[config.mk]
export PLATFORM = sky130hd
export DESIGN_NAME = ws2812_rx
export DESIGN_NICKNAME = d
export VERILOG_FILES = /design/src/rtl/ws2812_rx.sv
export SDC_FILE = /design/constraint.sdc
export NUM_CORES = 1
export LEC_CHECK = 0
export CORE_ASPECT_RATIO = 0.7
export CORE_UTILIZATION = 50
export CTS_CLUSTER_SIZE = 16
export DETAILED_ROUTE_END_ITERATION = 10
export PLACE_DENSITY = 0.7
export SYNTH_ARGS = -nofsm -noshare
export SYNTH_HDL_FRONTEND = slang
export SYNTH_SLANG_ARGS = --single-unit
[constraint.sdc]
create_clock -name clk -period 5.25 [get_ports clk]
set_clock_uncertainty 0.2 [all_clocks]
set_input_delay 0.525 -clock clk [delete_from_list [all_inputs] [get_ports clk]]
set_output_delay 0.525 -clock clk [all_outputs]
set_load 0.1 [all_outputs]
[src/rtl/ws2812_rx.sv]
// WS2812 NRZ receiver: classifies high-pulse widths into bits and assembles 24-bit GRB words.
// Define WS2812_RX_FWD_EN to forward every bit after the first word on dout (daisy-chain pixel).
`timescale 1ns/1ps
module ws2812_rx #(
  parameter int T_MIN      = 4,
  parameter int T_THRESH   = 26,
  parameter int T_MAX_HIGH = 200,
  parameter int T_RESET    = 1250,
  parameter int IDX_W      = 6
) (
  input  logic             clk,
  input  logic             rst,
  input  logic             din,
  output logic [23:0]      word_data,
  output logic             word_valid,
  output logic [IDX_W-1:0] word_idx,
  output logic             frame_end,
  output logic             err,
  output logic             dout
);

  typedef enum logic [1:0] {WAIT_GAP, IDLE, HIGH} state_t;

  localparam logic [16:0] MIN_L   = 17'(T_MIN);
  localparam logic [16:0] THR_L   = 17'(T_THRESH);
  localparam logic [16:0] MAXH_L  = 17'(T_MAX_HIGH);
  localparam logic [16:0] RESET_L = 17'(T_RESET);

  state_t           state_q, state_d;
  logic             din_m, din_s, din_d;
  logic             rise, fall;
  logic [15:0]      cnt;
  logic [16:0]      run;
  logic [23:0]      shift_q;
  logic [4:0]       bitcnt_q;
  logic [IDX_W-1:0] idx_q;
  logic             bit_ok, bit_val, word_done, gap_hit, err_ev;

  assign rise = din_s & ~din_d;
  assign fall = ~din_s & din_d;
  // cnt is cleared in the edge cycle, so run equals the number of cycles din_s has held its level
  assign run  = {1'b0, cnt} + 17'd1;
  assign word_done = bit_ok && (bitcnt_q == 5'd23);

  always_comb begin
    state_d = state_q;
    bit_ok  = 1'b0;
    bit_val = 1'b0;
    gap_hit = 1'b0;
    err_ev  = 1'b0;
    case (state_q)
      WAIT_GAP: begin
        if (!din_s && run >= RESET_L) state_d = IDLE;
      end
      IDLE: begin
        if (rise)                 state_d = HIGH;
        else if (run == RESET_L)  gap_hit = 1'b1;
      end
      HIGH: begin
        if (fall) begin
          if (run < MIN_L) begin
            err_ev  = 1'b1;
            state_d = WAIT_GAP;
          end else begin
            bit_ok  = 1'b1;
            bit_val = (run >= THR_L);
            state_d = IDLE;
          end
        end else if (run == MAXH_L) begin
          err_ev  = 1'b1;
          state_d = WAIT_GAP;
        end
      end
      default: state_d = WAIT_GAP;
    endcase
  end

  always_ff @(posedge clk or posedge rst) begin
    if (rst) begin
      state_q    <= WAIT_GAP;
      din_m      <= 1'b0;
      din_s      <= 1'b0;
      din_d      <= 1'b0;
      cnt        <= '0;
      shift_q    <= '0;
      bitcnt_q   <= '0;
      idx_q      <= '0;
      word_data  <= '0;
      word_valid <= 1'b0;
      word_idx   <= '0;
      frame_end  <= 1'b0;
      err        <= 1'b0;
    end else begin
      din_m   <= din;
      din_s   <= din_m;
      din_d   <= din_s;
      state_q <= state_d;

      if (rise || fall || (state_q == WAIT_GAP && din_s)) cnt <= '0;
      else if (cnt != 16'hFFFF)                           cnt <= cnt + 16'd1;

      word_valid <= 1'b0;
      frame_end  <= 1'b0;
      err        <= err_ev | (gap_hit && bitcnt_q != 5'd0);

      if (bit_ok) begin
        shift_q  <= {shift_q[22:0], bit_val};
        bitcnt_q <= word_done ? 5'd0 : bitcnt_q + 5'd1;
      end
      if (word_done) begin
        word_data  <= {shift_q[22:0], bit_val};
        word_valid <= 1'b1;
        word_idx   <= idx_q;
        idx_q      <= idx_q + IDX_W'(1);
      end
      if (gap_hit) begin
        frame_end <= (idx_q != '0);
        idx_q     <= '0;
        bitcnt_q  <= '0;
      end
      // an aborted frame restarts from pixel 0 once the line has been idle for a full gap
      if (err_ev) begin
        idx_q    <= '0;
        bitcnt_q <= '0;
      end
    end
  end

`ifdef WS2812_RX_FWD_EN
  logic fwd_q;

  always_ff @(posedge clk or posedge rst) begin
    if (rst)                    fwd_q <= 1'b0;
    else if (gap_hit || err_ev) fwd_q <= 1'b0;
    else if (word_done)         fwd_q <= 1'b1;
  end

  assign dout = fwd_q & din_d;
`else
  assign dout = 1'b0;
`endif

endmodule

==> metrics.csv <==
stage;metric;value;unit
run_status;status;finished clean;
cells_and_area;P&R area growth vs syn;16.1;%
die;DIE WIDTH;115;um
grt;GRT Total Usage;20.3;%
sta;crit path time final;3610;ps
synth;Synthesized Nets;381;
detailed_routing;Vias/cell;5.57;
clocking;Max Buffers Root-to-Sink;2;
sta;setup TNS;0;ps
sta;Fmax achieved;0.277;GHz
synth;Distinct cells, synth;61;
cells_and_area;n_diodes;0;
setup_path;Critical Path Start;cnt[0]$_DFFE_PP0P_;
cells_and_area;most common cell after layout, fill and taps aside;dfrtp_1;
detailed_routing;antenna-violating nets left;0;
pwr;Power Total;1.37;mW
sta;final number of max-transition violations;0;
placed_design;count of port buffers added during placement;35;
cells_and_area;Filler cells;698;
sta;worst rel slew slack;29.1;%
pwr;Pint;1.07;mW
cells_and_area;Nets;413;
min_path;worst hold path type;flop to flop;
synth;post-synthesis cell area;4440;um2
synth;register bit total from synthesis;88;
setup_path;CP Data Arrival Time;3590;ps
setup_path;path length in cells of the critical path;8;
die;Die Ht;80.8;um
die;Initial Util;51.9;%
clocking;Sink Count;88;
detailed_routing;drt total wl;8390;um
sta;setup repair after global routing missed its margin;false;
pwr;VDD IR max;0.198;mV
setup_path;Worst EP required;5230;ps
detailed_routing;Avg WL per Cell;16.0;um
setup_path;r2r setup slk;1640;ps
setup_path;CP max stage delay;700;ps
cells_and_area;layout cells sized above 1;20.7;%
setup_path;Critical Path Sink;err$_DFF_PP0_;
setup_path;CP startpoint kind;flop;
clocking;Setup Buffers After CTS;0;
grt;total grt overflow;0;
synth;EDFF count, synth;0;
pwr;Clk pwr share;47.6;%
setup_path;CP max stage cell;nor4_4;
pwr;Gate power share;2.4;%
clocking;total CTS buffers;9;
sta;Setup violations, final;0;
grt;initial antenna violation count;0;
setup_path;CP Max Fanout;10;
synth;Synth Flop Type;dfrtp_1;
synth;Mapped Cells;369;
clocking;CTS clk-pin slew, worst paths;60;ps
clocking;Resized cells post-CTS;0;
setup_path;r2r startpoint;cnt[0]$_DFFE_PP0P_;
die;Die ar.;9270;um2
synth;Synth warnings;0;
placed_design;Final Wtd Congestion;0.844;
detailed_routing;DRC violations left;0;
setup_path;worst reg2reg path depth;8;
grt;vias in the first global route;2717;
sta;Fin. Hold Viols;0;
pwr;Reg power frac;50.1;%
setup_path;Worst path top cell family by delay;simple AND/OR/NAND/NOR gates;
detailed_routing;total number of vias;2929;
setup_path;crit path cell chain;ha_1, nand3_1, o31ai_4, o2111ai_1, nor4_4, and2_1, a22oi_1, o32ai_1;
detailed_routing;1st-iter DRT viols;233;
synth;synthesized area per cell;12.0;um2
setup_path;CP Class;flop to flop;
grt;global-route wire length before repair;14200;um
setup_path;end of the worst register-to-register path;err$_DFF_PP0_;
run;Max-Cap Viols;0;
synth;sequential share of the synthesized area;49.6;%
pwr;Pwr Density;265;nW/um2
pwr;Net Sw Power;0.295;mW
sta;Fin Hold WS;160;ps
detailed_routing;first drt pass iteration count;7;
synth;Async S/R FF share, synth;100;%
die;Core Region;8550;um2
clocking;Worst-Skew Late Latency;350;ps
placed_design;hpwl dp;5680;um
grt;largest net degree at the start of global routing;55;
sta;Worst-Margin Slew;1060;ps
setup_path;nature of the critical path endpoint;flop;
sta;Tcrit/Tclk final;68.8;%
clocking;CTS tree;built;
clocking;cts-stage hold buffer count;0;
clocking;root buf cell;clkbuf_16;
die;num rows;28;
setup_path;Buf/Inv on CP;0;
pwr;Leak;2.28;nW
clocking;Max H-tree Level;3;
pwr;switching share of power;21.6;%
cells_and_area;commonest cells after routing, fill and taps aside;dfrtp_1 (88), mux2_4 (40), clkdlybuf4s50_1 (35);
die;I/O Pins;37;
==> cell families (layout without fill, tap and decap cells) <==
logic type,after synthesis,in the layout,synth area share [%]
AOI/OAI and AO/OA,58,58,9.10
DFF,88,88,49.6
other,1,1,0.0844
muxes,56,56,17.5
and+or+nand+nor,109,109,14.3
buffers and inverters,32,69,3.80
xor gates and xnor gates,16,16,3.16
adders and majority gates,9,9,2.54
==> through the flow <==
step / std cells / cell area [um2] / setup slack [ps] / utilization (%)
6_report: 526 / 5160 / 1640 / 60.3
3_5_place_dp: 510 / 4850 / 1710 / 56.8
5_1_grt: 526 / 5160 / 1470 / 60.3
4_1_cts: 526 / 5160 / 1700 / 60.3
3_3_place_gp: 510 / 4850 / 1850 / 56.8
2_1_floorplan: 369 / 4440 / 2250 / -
==> state kept, by name, indices dropped and copies added, names as in the netlist <==
register and count:
word_data 24, shift_q 23, cnt 16, idx_q 6, word_idx 6, bitcnt_q 5, state_q 2, din_d 1
din_m 1, din_s 1, err 1, frame_end 1, word_valid 1
==> how the worst min path moves through the flow <==
stage / start / endpoint / depth (start not counted)
floorplan: din_m$_DFF_PP0_ / din_s$_DFF_PP0_ / 0
global placement: din_m$_DFF_PP0_ / din_s$_DFF_PP0_ / 0
detailed placement: din_m$_DFF_PP0_ / din_s$_DFF_PP0_ / 0
CTS: din_m$_DFF_PP0_ / din_s$_DFF_PP0_ / 0
global route: din_m$_DFF_PP0_ / din_s$_DFF_PP0_ / 0
finish: din_m$_DFF_PP0_ / din_s$_DFF_PP0_ / 0
==> Yosys cell counts, types with 6 or more instances <==
| master | number | area (um2) |
|---|---|---|
| dfrtp_1 | 88 | 2200 |
| mux2_4 | 40 | 601 |
| a21oi_1 | 23 | 115 |
| nor2_1 | 21 | 78.8 |
| nand2_1 | 16 | 60.1 |
| inv_1 | 15 | 56.3 |
| mux2_2 | 12 | 135 |
| nand4_1 | 12 | 75.1 |
| xnor2_1 | 11 | 96.3 |
| nand3_1 | 10 | 50.1 |
| ha_1 | 9 | 113 |
| nor3_1 | 9 | 45.0 |
| o21ai_0 | 7 | 35.0 |
| a31oi_1 | 6 | 37.5 |
| and3_1 | 6 | 37.5 |
| buf_2 | 6 | 30.0 |
==> routing by layer <==
layer  track usage (%)  share of wire (%)  vias up
li1                  -                  -     1411
met1              31.0                 53     1436
met2              27.1                 41       69
met3              6.04                4.9       13
met4              6.62                1.5        0
met5                 0                  0        -
==> final cells by class <==
cell class / count / area, um2 / area share [%]
Clock buffer: 10 / 239 / 4.63
Clock inverter: 6 / 66.3 / 1.29
Inverter: 15 / 57.6 / 1.12
Multi-Input combinational cell: 249 / 2070 / 40.1
Sequential cell: 88 / 2200 / 42.7
Tap cell: 120 / 150 / 2.91
Timing Repair Buffer: 38 / 373 / 7.23
==> power groups by stage <==
| stage | clock, mW | combinational, mW | sequential [mW] |
|---|---|---|---|
| floorplan | 0 | 0.0246 | 0.695 |
| global placement | 0 | 0.0331 | 0.696 |
| detailed placement | 0 | 0.0336 | 0.696 |
| CTS | 0.665 | 0.0340 | 0.684 |
| global route | 0.687 | 0.0378 | 0.684 |
| finish | 0.650 | 0.0324 | 0.684 |
==> worst reg2reg max path: stages, from the launching register on <==
cell,delay [ps]
dfrtp_1,520
ha_1,350
nand3_1,240
o31ai_4,270
o2111ai_1,200
nor4_4,700
and2_1,360
a22oi_1,120
o32ai_1,480
(Power assumes the default switching activity.)
